### src/rtl/axb_seq_engine.sv
// Multi-cycle evaluator of y = a*x + b: WIDTH shift-add edges, then one add edge.
// Operands are latched at start, so input changes mid-operation never reach the result.
module axb_seq_engine #(
    parameter int WIDTH = 4,
    parameter int CNT_W = 8
) (
    input  logic                 iClk,
    input  logic                 iReset,
    input  logic                 iStart,
    input  logic [WIDTH-1:0]     iA,
    input  logic [WIDTH-1:0]     iB,
    input  logic [WIDTH-1:0]     iX,
    output logic [2*WIDTH-1:0]   oY,
    output logic                 oBusy,
    output logic                 oDone,
    output logic [CNT_W-1:0]     oCount
);

    localparam int BIT_W = (WIDTH > 1) ? $clog2(WIDTH) : 1;

    localparam logic [1:0] S_IDLE = 2'd0;
    localparam logic [1:0] S_MUL  = 2'd1;
    localparam logic [1:0] S_ADD  = 2'd2;

    logic [1:0]           r_state;
    logic [BIT_W-1:0]     r_bit;
    logic                 r_busy;
    logic                 r_done;
    logic [CNT_W-1:0]     r_count;
    logic [2*WIDTH-1:0]   r_y;
    logic [2*WIDTH-1:0]   r_acc;

    logic [2*WIDTH-1:0]   r_mcand;
    logic [WIDTH-1:0]     r_x;
    logic [WIDTH-1:0]     r_b;

    logic                 w_accept;
    logic                 w_last;
    logic [2*WIDTH-1:0]   w_addend;

    assign w_accept = (r_state == S_IDLE) && iStart;
    assign w_last   = (r_bit == BIT_W'(WIDTH - 1));
    // a is pre-shifted and x consumed LSB-first, so bit k of x always sits at r_x[0]
    assign w_addend = r_x[0] ? r_mcand : '0;

    always_ff @(posedge iClk) begin
        if (iReset) begin
            r_state <= S_IDLE;
            r_bit   <= '0;
            r_busy  <= 1'b0;
            r_done  <= 1'b0;
            r_count <= '0;
            r_y     <= '0;
            r_acc   <= '0;
        end else begin
            r_done <= 1'b0;
            case (r_state)
                S_IDLE: begin
                    if (iStart) begin
                        r_acc   <= '0;
                        r_bit   <= '0;
                        r_busy  <= 1'b1;
                        r_state <= S_MUL;
                    end
                end
                S_MUL: begin
                    r_acc <= r_acc + w_addend;
                    r_bit <= r_bit + BIT_W'(1);
                    if (w_last) begin
                        r_state <= S_ADD;
                    end
                end
                S_ADD: begin
                    r_y     <= r_acc + {{WIDTH{1'b0}}, r_b};
                    r_done  <= 1'b1;
                    r_busy  <= 1'b0;
                    r_count <= r_count + CNT_W'(1);
                    r_state <= S_IDLE;
                end
                default: begin
                    r_state <= S_IDLE;
                    r_busy  <= 1'b0;
                end
            endcase
        end
    end

    // Operand registers carry data only; they are always reloaded before use.
    always_ff @(posedge iClk) begin
        if (w_accept) begin
            r_mcand <= {{WIDTH{1'b0}}, iA};
            r_x     <= iX;
            r_b     <= iB;
        end else if (r_state == S_MUL) begin
            r_mcand <= r_mcand << 1;
            r_x     <= r_x >> 1;
        end
    end

    assign oY     = r_y;
    assign oBusy  = r_busy;
    assign oDone  = r_done;
    assign oCount = r_count;

endmodule

### config.mk
export PLATFORM = sky130hd
export DESIGN_NAME = axb_seq_engine
export DESIGN_NICKNAME = d
export VERILOG_FILES = /design/src/rtl/axb_seq_engine.sv
export SDC_FILE = /design/constraint.sdc
export NUM_CORES = 1
export LEC_CHECK = 0
export CORE_UTILIZATION = 30
export CTS_CLUSTER_DIAMETER = 150
export DETAILED_ROUTE_END_ITERATION = 10
export SLEW_MARGIN = 5
export SYNTH_ARGS = -nofsm -noshare
export SYNTH_HDL_FRONTEND = slang
export SYNTH_SLANG_ARGS = --single-unit
### constraint.sdc
create_clock -name iClk -period 2.1 [get_ports iClk]
set_clock_uncertainty 0.1 [all_clocks]
set_input_delay 0.21 -clock iClk [delete_from_list [all_inputs] [get_ports iClk]]
set_output_delay 0.21 -clock iClk [all_outputs]
set_load 0.02 [all_outputs]
Yosys cells after proc, flatten, opt, wreduce, memory -nomap -nowiden
Index checks and enable logic that the tools add are counted.
W data, S select, Z words.

storage, ports and cells
  bits of input ports = 15
  output and inout port bits = 18
  register bits = 46

cells by class
  bitwise operators = 1
  muxes and demuxes = 15
  reduce and logical (&&, ||, !) cells = 7
  eq/ne operators = 5
  $add $sub $neg = 4

operators by type and width
  kind                   count
  $mux W4                4
  $mux W8                2
  $pmux W8 S2            1
  $add A8 B1 Y8 const B  1
  $add A8 B4 Y8          1
  $add A8 B8 Y8          1
  $pmux W2 S2            2
  $mux W2                3
  $reduce_and A2 Y1      3
  $eq A2 B2 Y1 const B   2
  $ne A2 B2 Y1 const B   2
  $reduce_bool A2 Y1     2
  $add A2 B1 Y2 const B  1
  $eq A2 B1 Y1 const B   1
  $logic_not A2 Y1       1
  $mux W1                2
  $pmux W1 S2            1
  $logic_and A1 B1 Y1    1
  $not A1 Y1             1

Logic depth before layout (Yosys ltp)
Gate-level depths: netlist of run 1.

  depth in word-level cells = 3
  depth in mapped cells = 9

Least setup slack after synthesis of run 1
No wires, ideal clock.

  kind = register to register
  start point = reg r_x[0]
  end point = reg r_acc[6]
  cell stages (with the launch flop) = 10
  required time = 1.913 ns
  arrival = 2.034 ns
  setup time = 0.087 ns
  slack = -0.121 ns
  cell sequence = edfxtp_1 > clkbuf_1 > and2_1 > ha_1 > fa_1 > a21o_1 > a21oi_1 > o211ai_1 > xnor2_1 > o31ai_1

between the ends
  cells in the longest elaborated chain, start to end = 3

ends and longest elaborated chain
  what                      RTL line  text
  start: declaration        34        logic [WIDTH-1:0] r_x;
  start signal: assignment  92        r_x <= iX;
  start signal: assignment  96        r_x <= r_x >> 1;
  $mux W8                   44        assign w_addend = r_x[0] ? r_mcand : '0;
  $add A8 B8 Y8             67        r_acc <= r_acc + w_addend;
  $pmux W8 S2               57        case (r_state)
  end signal: assignment    67
  end: declaration          31        logic [2*WIDTH-1:0] r_acc;

Every way passes these cells.
A chain may end at the register's enable or synchronous reset.

Worst setup path after layout of run 1
  start point = reg r_x[0]
  end point = reg r_acc[7]

The elaborated chain is that of the path after synthesis.

==> results.toml, run 1 <==
[worst_setup_path]
r2r_setup_slack_ns = 0.05
reg2reg_from = "r_x[0]"
end_kind = "register"
r2r-end = "r_acc[7]"
crit_required_ns = 2.23
cp-start-kind = "register"
worst_ep_arrival_time_ns = 2.18
path_class = "reg -> reg"
reg2reg_depth = 8
cp_max_fo = 8

[drt]
post_drt_wl_per_cell_um = 11.5
drt_wl_total_um = 4550
viasPerCell = 4.65
drcViolationCount = 0
vias = 1834
dr.first_iter.drc_count = 48
firstDrtPassIters = 4
ant_nets = 0

[grt]
grt_use_total_pct = 12.2
grt_max_degree = 19
grt_pass1_vias = 1602
grt_pass1_wl_um = 7450
grt_overflow = 0
antenna_found_initial = 0

[synthesis]
synthTopCellsByCount = "nand2_1 (51), dfxtp_1 (34), a21oi_1 (23), nor2_1 (21), ha_1 (13)"
syn_nets = 286
synth_top_cell_by_area = "dfxtp_1"
synth_top_area_share_pct = 29.8
synth_cell_types = 41
synth_cells = 256
yosysMostFrequentCell = "nand2_1"
yosysSeqAreaShare_pct = 45.5
synth-edff-count = 12
synth-seq-cells = 46
synthArstFlopShare_pct = 0
postSynthAreaPerCell_um2 = 8.93
synth_area_um2 = 2290
ys_warn_count = 0
synth_area_leaders = "dfxtp_1 (30%), edfxtp_1 (16%), nand2_1 (8.4%), ha_1 (7.1%), a21oi_1 (5.0%)"
dominantRegCellSynth = "dfxtp_1"

[placement]
placed_area_um2 = 2760
gp_congestion = 0.771
dp.cells = 385
dpl_worst_slack_ns = 0.00586
dpl.hpwl_um = 3360
io_buffer_count = 32

[clock_network]
htreeDepth = 2
cts_tree = "yes"
cts-root-buf = "clkbuf_8"
cts.sinks = 46
clk_latency_ns = 0.29
clkTransAtPathRegs_ns = 0.09
clock_path_buffers = 2
cts-buffers-inserted = 5
hold_buffers = 0

[timing]
worst_slack_ns = 0.0477
tns_ns = 0
holdWs_ns = 0.352
slew_headroom_pct = 72.6
finalSetupViolCount = 0
grt_setup_unrepaired = "yes"
fin_crit_ns = 2.05
fin_crit_sh_pct = 97.7
finalMaxSlewViolations = 0
hold_viol = 0
worstMarginPinSlew_ns = 0.409
fmaxAchievable_mhz = 487

[cells_and_area]
drive_above_1_share_pct = 11.5
fin_area_um2 = 2900
antenna_cells = 0
nFillCells = 783
nets = 324
area_growth_pct = 27.0
finalNonFillerCells = 394

[pwr]
p_leak_nw = 1.13
p_per_area_nw_per_um2 = 620
ir_drop_mv = 0.320

[worst_hold_path]
hold_class = "reg -> reg"
whs_endpoint = "oY[4]"
hp-start = "oY[4]"
min_path_cells = 2

[floorplan]
num_io_pins = 33
die_h_um = 89.3
rows = 31
floorplan.initialDensity_pct = 31.4
core_um2 = 7290
dieWidth_um = 89.3
dieArea_um2 = 7980

[status]
status = "finished clean"

[run]
cap_violations = 0
-- metrics by stage --
stage          power [W]  util, %
2_1_floorplan    0.00114        -
3_3_place_gp     0.00122     37.9
3_5_place_dp     0.00122     37.9
4_1_cts          0.00182     39.4
5_1_grt          0.00190     39.8
6_report         0.00180     39.8
-- sequential cells by signal, indices dropped and copies added, names as in the netlist --
| register | cells |
|---|---|
| r_bit | 2 |
| oDone | 1 |
| r_b | 4 |
| oBusy | 1 |
| r_state | 2 |
| r_x | 4 |
| oY | 8 |
| r_mcand | 8 |
| oCount | 8 |
| r_acc | 8 |
-- cell families (layout without fill, tap and decap cells) --
kind of cell	count (synthesis)	in the layout	share of synthesized area, %
DFF	46	46	45.5
AOI/OAI and AO/OA	48	48	12.9
adders and majority gates	15	15	8.86
buffers and inverters	20	59	3.45
xor gates and xnor gates	11	11	4.21
muxes	2	2	0.985
and+or+nand+nor	114	114	24.1
-- worst max path at each step --
stage          startpoint       end  slack [ns]  depth (start not counted)
6_report           r_x[0]  r_acc[7]        0.05                          8
2_1_floorplan      r_x[0]  r_acc[6]        0.02                          9
5_1_grt            r_x[0]  r_acc[7]       -0.08                          8
3_5_place_dp       r_x[0]  r_acc[7]       0.006                          8
4_1_cts            r_x[0]  r_acc[7]        0.01                          8
3_3_place_gp   r_mcand[0]  r_acc[6]        0.06                          8
-- worst max-delay path: stages (launching register included) --
cell and delay, ns:
edfxtp_1 0.40, buf_4 0.17, and2_1 0.13, ha_1 0.34
o21ai_2 0.19, o211ai_1 0.10, nand2_1 0.12, mux2_2 0.34
nand4_1 0.09
-- power breakdown --
part           switching [W]  internal, W
Sequential         0.0000211     0.000955
Clock               0.000296     0.000302
Combinational       0.000126     0.000101
Total               0.000442      0.00136
-- metal layers --
layer | GRT usage, % | part of all wire (%)
met2 | 20.1 | 48
met3 | 2.77 | 3.4
met5 | 0 | 0
met1 | 16.3 | 48
met4 | 3.03 | 0.84
-- final cells by class --
cell class | count | area [um2] | share of cell area (%)
clock inverters | 1 | 8.76 | 0.302
repair buffers | 42 | 395 | 13.6
flip-flops and latches | 46 | 1040 | 35.9
multi-input cells | 190 | 1200 | 41.4
clock buffers | 7 | 96.3 | 3.32
well taps | 99 | 124 | 4.27
inverters | 9 | 33.8 | 1.16
-- repair_timing --
item                       4_1_cts  5_1_grt
setup buffers                    0        1
pin swaps                        0        3
setup endpoints to repair        1        4
gates resized for setup          1        5
-- placed cells by master, fill, tap and decap left out, drive strengths merged, types with 2 or more instances in the layout --
cell / synthesis / final
mux2: 2 / 2
nor2: 21 / 21
edfxtp: 12 / 12
and3: 2 / 2
o211ai: 4 / 4
clkbuf: 8 / 7
dfxtp: 34 / 34
nor3: 2 / 2
fa: 2 / 2
o21bai: 2 / 2
a211oi: 4 / 4
a21oi: 24 / 24
a21o: 3 / 3
nand4: 7 / 7
nand2: 51 / 51
xnor2: 5 / 5
and2: 9 / 9
nand3: 8 / 8
nand3b: 3 / 3
o21ai: 7 / 7
ha: 13 / 13
or3: 2 / 2
inv: 9 / 9
clkdlybuf4s50: 0 / 32
nor2b: 2 / 2
buf: 3 / 10
nand4b: 3 / 3
xor2: 6 / 6
No activity file was read; power rests on OpenSTA's default activity.
==> inputs of run 2 (changes only) <==
Settings changed: CTS_BUF_LIST from default to sky130_fd_sc_hd__clkbuf_16.
==> results.toml, run 2 (synthesis results as in run 1) <==
[floorplan]
core_um2 = 7290
rows = 31
die_h_um = 89.3
num_io_pins = 33
dieArea_um2 = 7980
floorplan.initialDensity_pct = 31.4
dieWidth_um = 89.3

[timing]
grt_setup_unrepaired = "yes"
worstMarginPinSlew_ns = 0.425
fmaxAchievable_mhz = 493
fin_crit_sh_pct = 96.6
slew_headroom_pct = 71.6
tns_ns = 0
finalSetupViolCount = 0
finalMaxSlewViolations = 0
fin_crit_ns = 2.03
hold_viol = 0

[clock_network]
cts.sinks = 46
clock_path_buffers = 2
cts_tree = "yes"
cts-buffers-inserted = 5
clk_latency_ns = 0.29
htreeDepth = 2
cts-root-buf = "clkbuf_16"
clkTransAtPathRegs_ns = 0.06

[pwr]
ir_drop_mv = 0.370
p_per_area_nw_per_um2 = 665
p_leak_nw = 1.15
p_total_w = 0.00197

[worst_setup_path]
cp-start-kind = "register"
reg2reg_depth = 8
end_kind = "register"
worst_ep_arrival_time_ns = 2.15
path_class = "reg -> reg"
cp_max_fo = 8
crit_required_ns = 2.23
r2r_setup_slack_ns = 0.07

[cells_and_area]
antenna_cells = 0
drive_above_1_share_pct = 11.8
nets = 325
area_growth_pct = 29.4
mostFrequentLayoutCells = "nand2_1 (51), dfxtp_1 (33), clkdlybuf4s50_1 (32)"
finalNonFillerCells = 395
fin_area_um2 = 2960
finish.utilization_pct = 40.6
mostFrequentLayoutCell = "nand2_1"

[drt]
post_drt_wl_per_cell_um = 11.5
drt_wl_total_um = 4530
firstDrtPassIters = 4
vias = 1835
drcViolationCount = 0
dr.first_iter.drc_count = 53
ant_nets = 0
viasPerCell = 4.65

[worst_hold_path]
hold_class = "reg -> reg"
min_path_cells = 2

[grt]
grt_pass1_vias = 1607
grt_use_total_pct = 12.3
grt_overflow = 0
grt_max_degree = 19
antenna_found_initial = 0
grt_pass1_wl_um = 7400

[status]
status = "finished clean"

[placement]
dp.cells = 385
dpl.hpwl_um = 3360
placed_area_um2 = 2760
gp_congestion = 0.771
io_buffer_count = 32

[run]
cap_violations = 0
-- run 2: cell types whose count changed in the layout (fill, tap and decap cells not counted), sizes merged --
cell / before / now
clkbuf: 7 / 5
buf: 10 / 11
inv: 9 / 10
clkinv: 1 / 2
-- run 2: final cells by class --
class / instances / area [um2]
Tap cell: 99 / 124
Multi-Input combinational cell: 190 / 1220
Fill cell: 769 / 4330
Timing Repair Buffer: 43 / 403
Clock buffer: 5 / 125
Inverter: 9 / 33.8
Clock inverter: 3 / 16.3
Sequential cell: 46 / 1040
-- run 2: worst max-delay path: stages (launching register included) --
cell and delay [ns]:
edfxtp_1 0.40, buf_4 0.18, and2_1 0.16, ha_1 0.34
o21ai_2 0.09, o21bai_1 0.13, a21oi_1 0.09, or4_1 0.40
nand3_1 0.07
-- run 2: per-stage QoR --
step / worst slack, ns / hold slack (ns)
after floorplan: 0.0154 / 0.209
after global placement: 0.0629 / 0.342
after detailed placement: 0.00586 / 0.342
after CTS: 0.0144 / 0.351
after global routing: -0.0558 / 0.370
final: 0.0718 / 0.349
-- run 2: metal layers --
| metal | part of all wire (%) | global-route usage [%] | vias up |
|---|---|---|---|
| li1 | - | - | 963 |
| met1 | 49 | 16.1 | 841 |
| met2 | 47 | 19.8 | 23 |
| met3 | 3.2 | 2.77 | 8 |
| met4 | 1.6 | 4.33 | 0 |
| met5 | 0 | 0 | - |
-- run 2: timing repair --
action | 4_1_cts | 5_1_grt
endpoints found under the hold margin | 0 | 0
pin swaps | 0 | 4
hold buffers | 0 | 0
buffers inserted | 0 | 2
gates resized for setup | 1 | 6
endpoints found under the setup margin | 1 | 4
-- run 2: final timing paths --
kind	from	to
setup / recovery	r_x[0]	r_acc[5]
hold / removal	oY[4]	oY[4]
setup reg to reg	r_x[0]	r_acc[5]
hold reg to reg	oY[4]	oY[4]
-- run 2: power breakdown --
| part | internal (W) | total [W] | leakage (nW) | switching [W] |
|---|---|---|---|---|
| registers | 0.000956 | 0.000978 | 0.395 | 0.0000220 |
| logic | 0.000105 | 0.000232 | 0.681 | 0.000127 |
| clock network | 0.000435 | 0.000759 | 0.0715 | 0.000324 |
| total | 0.00150 | 0.00197 | 1.15 | 0.000473 |
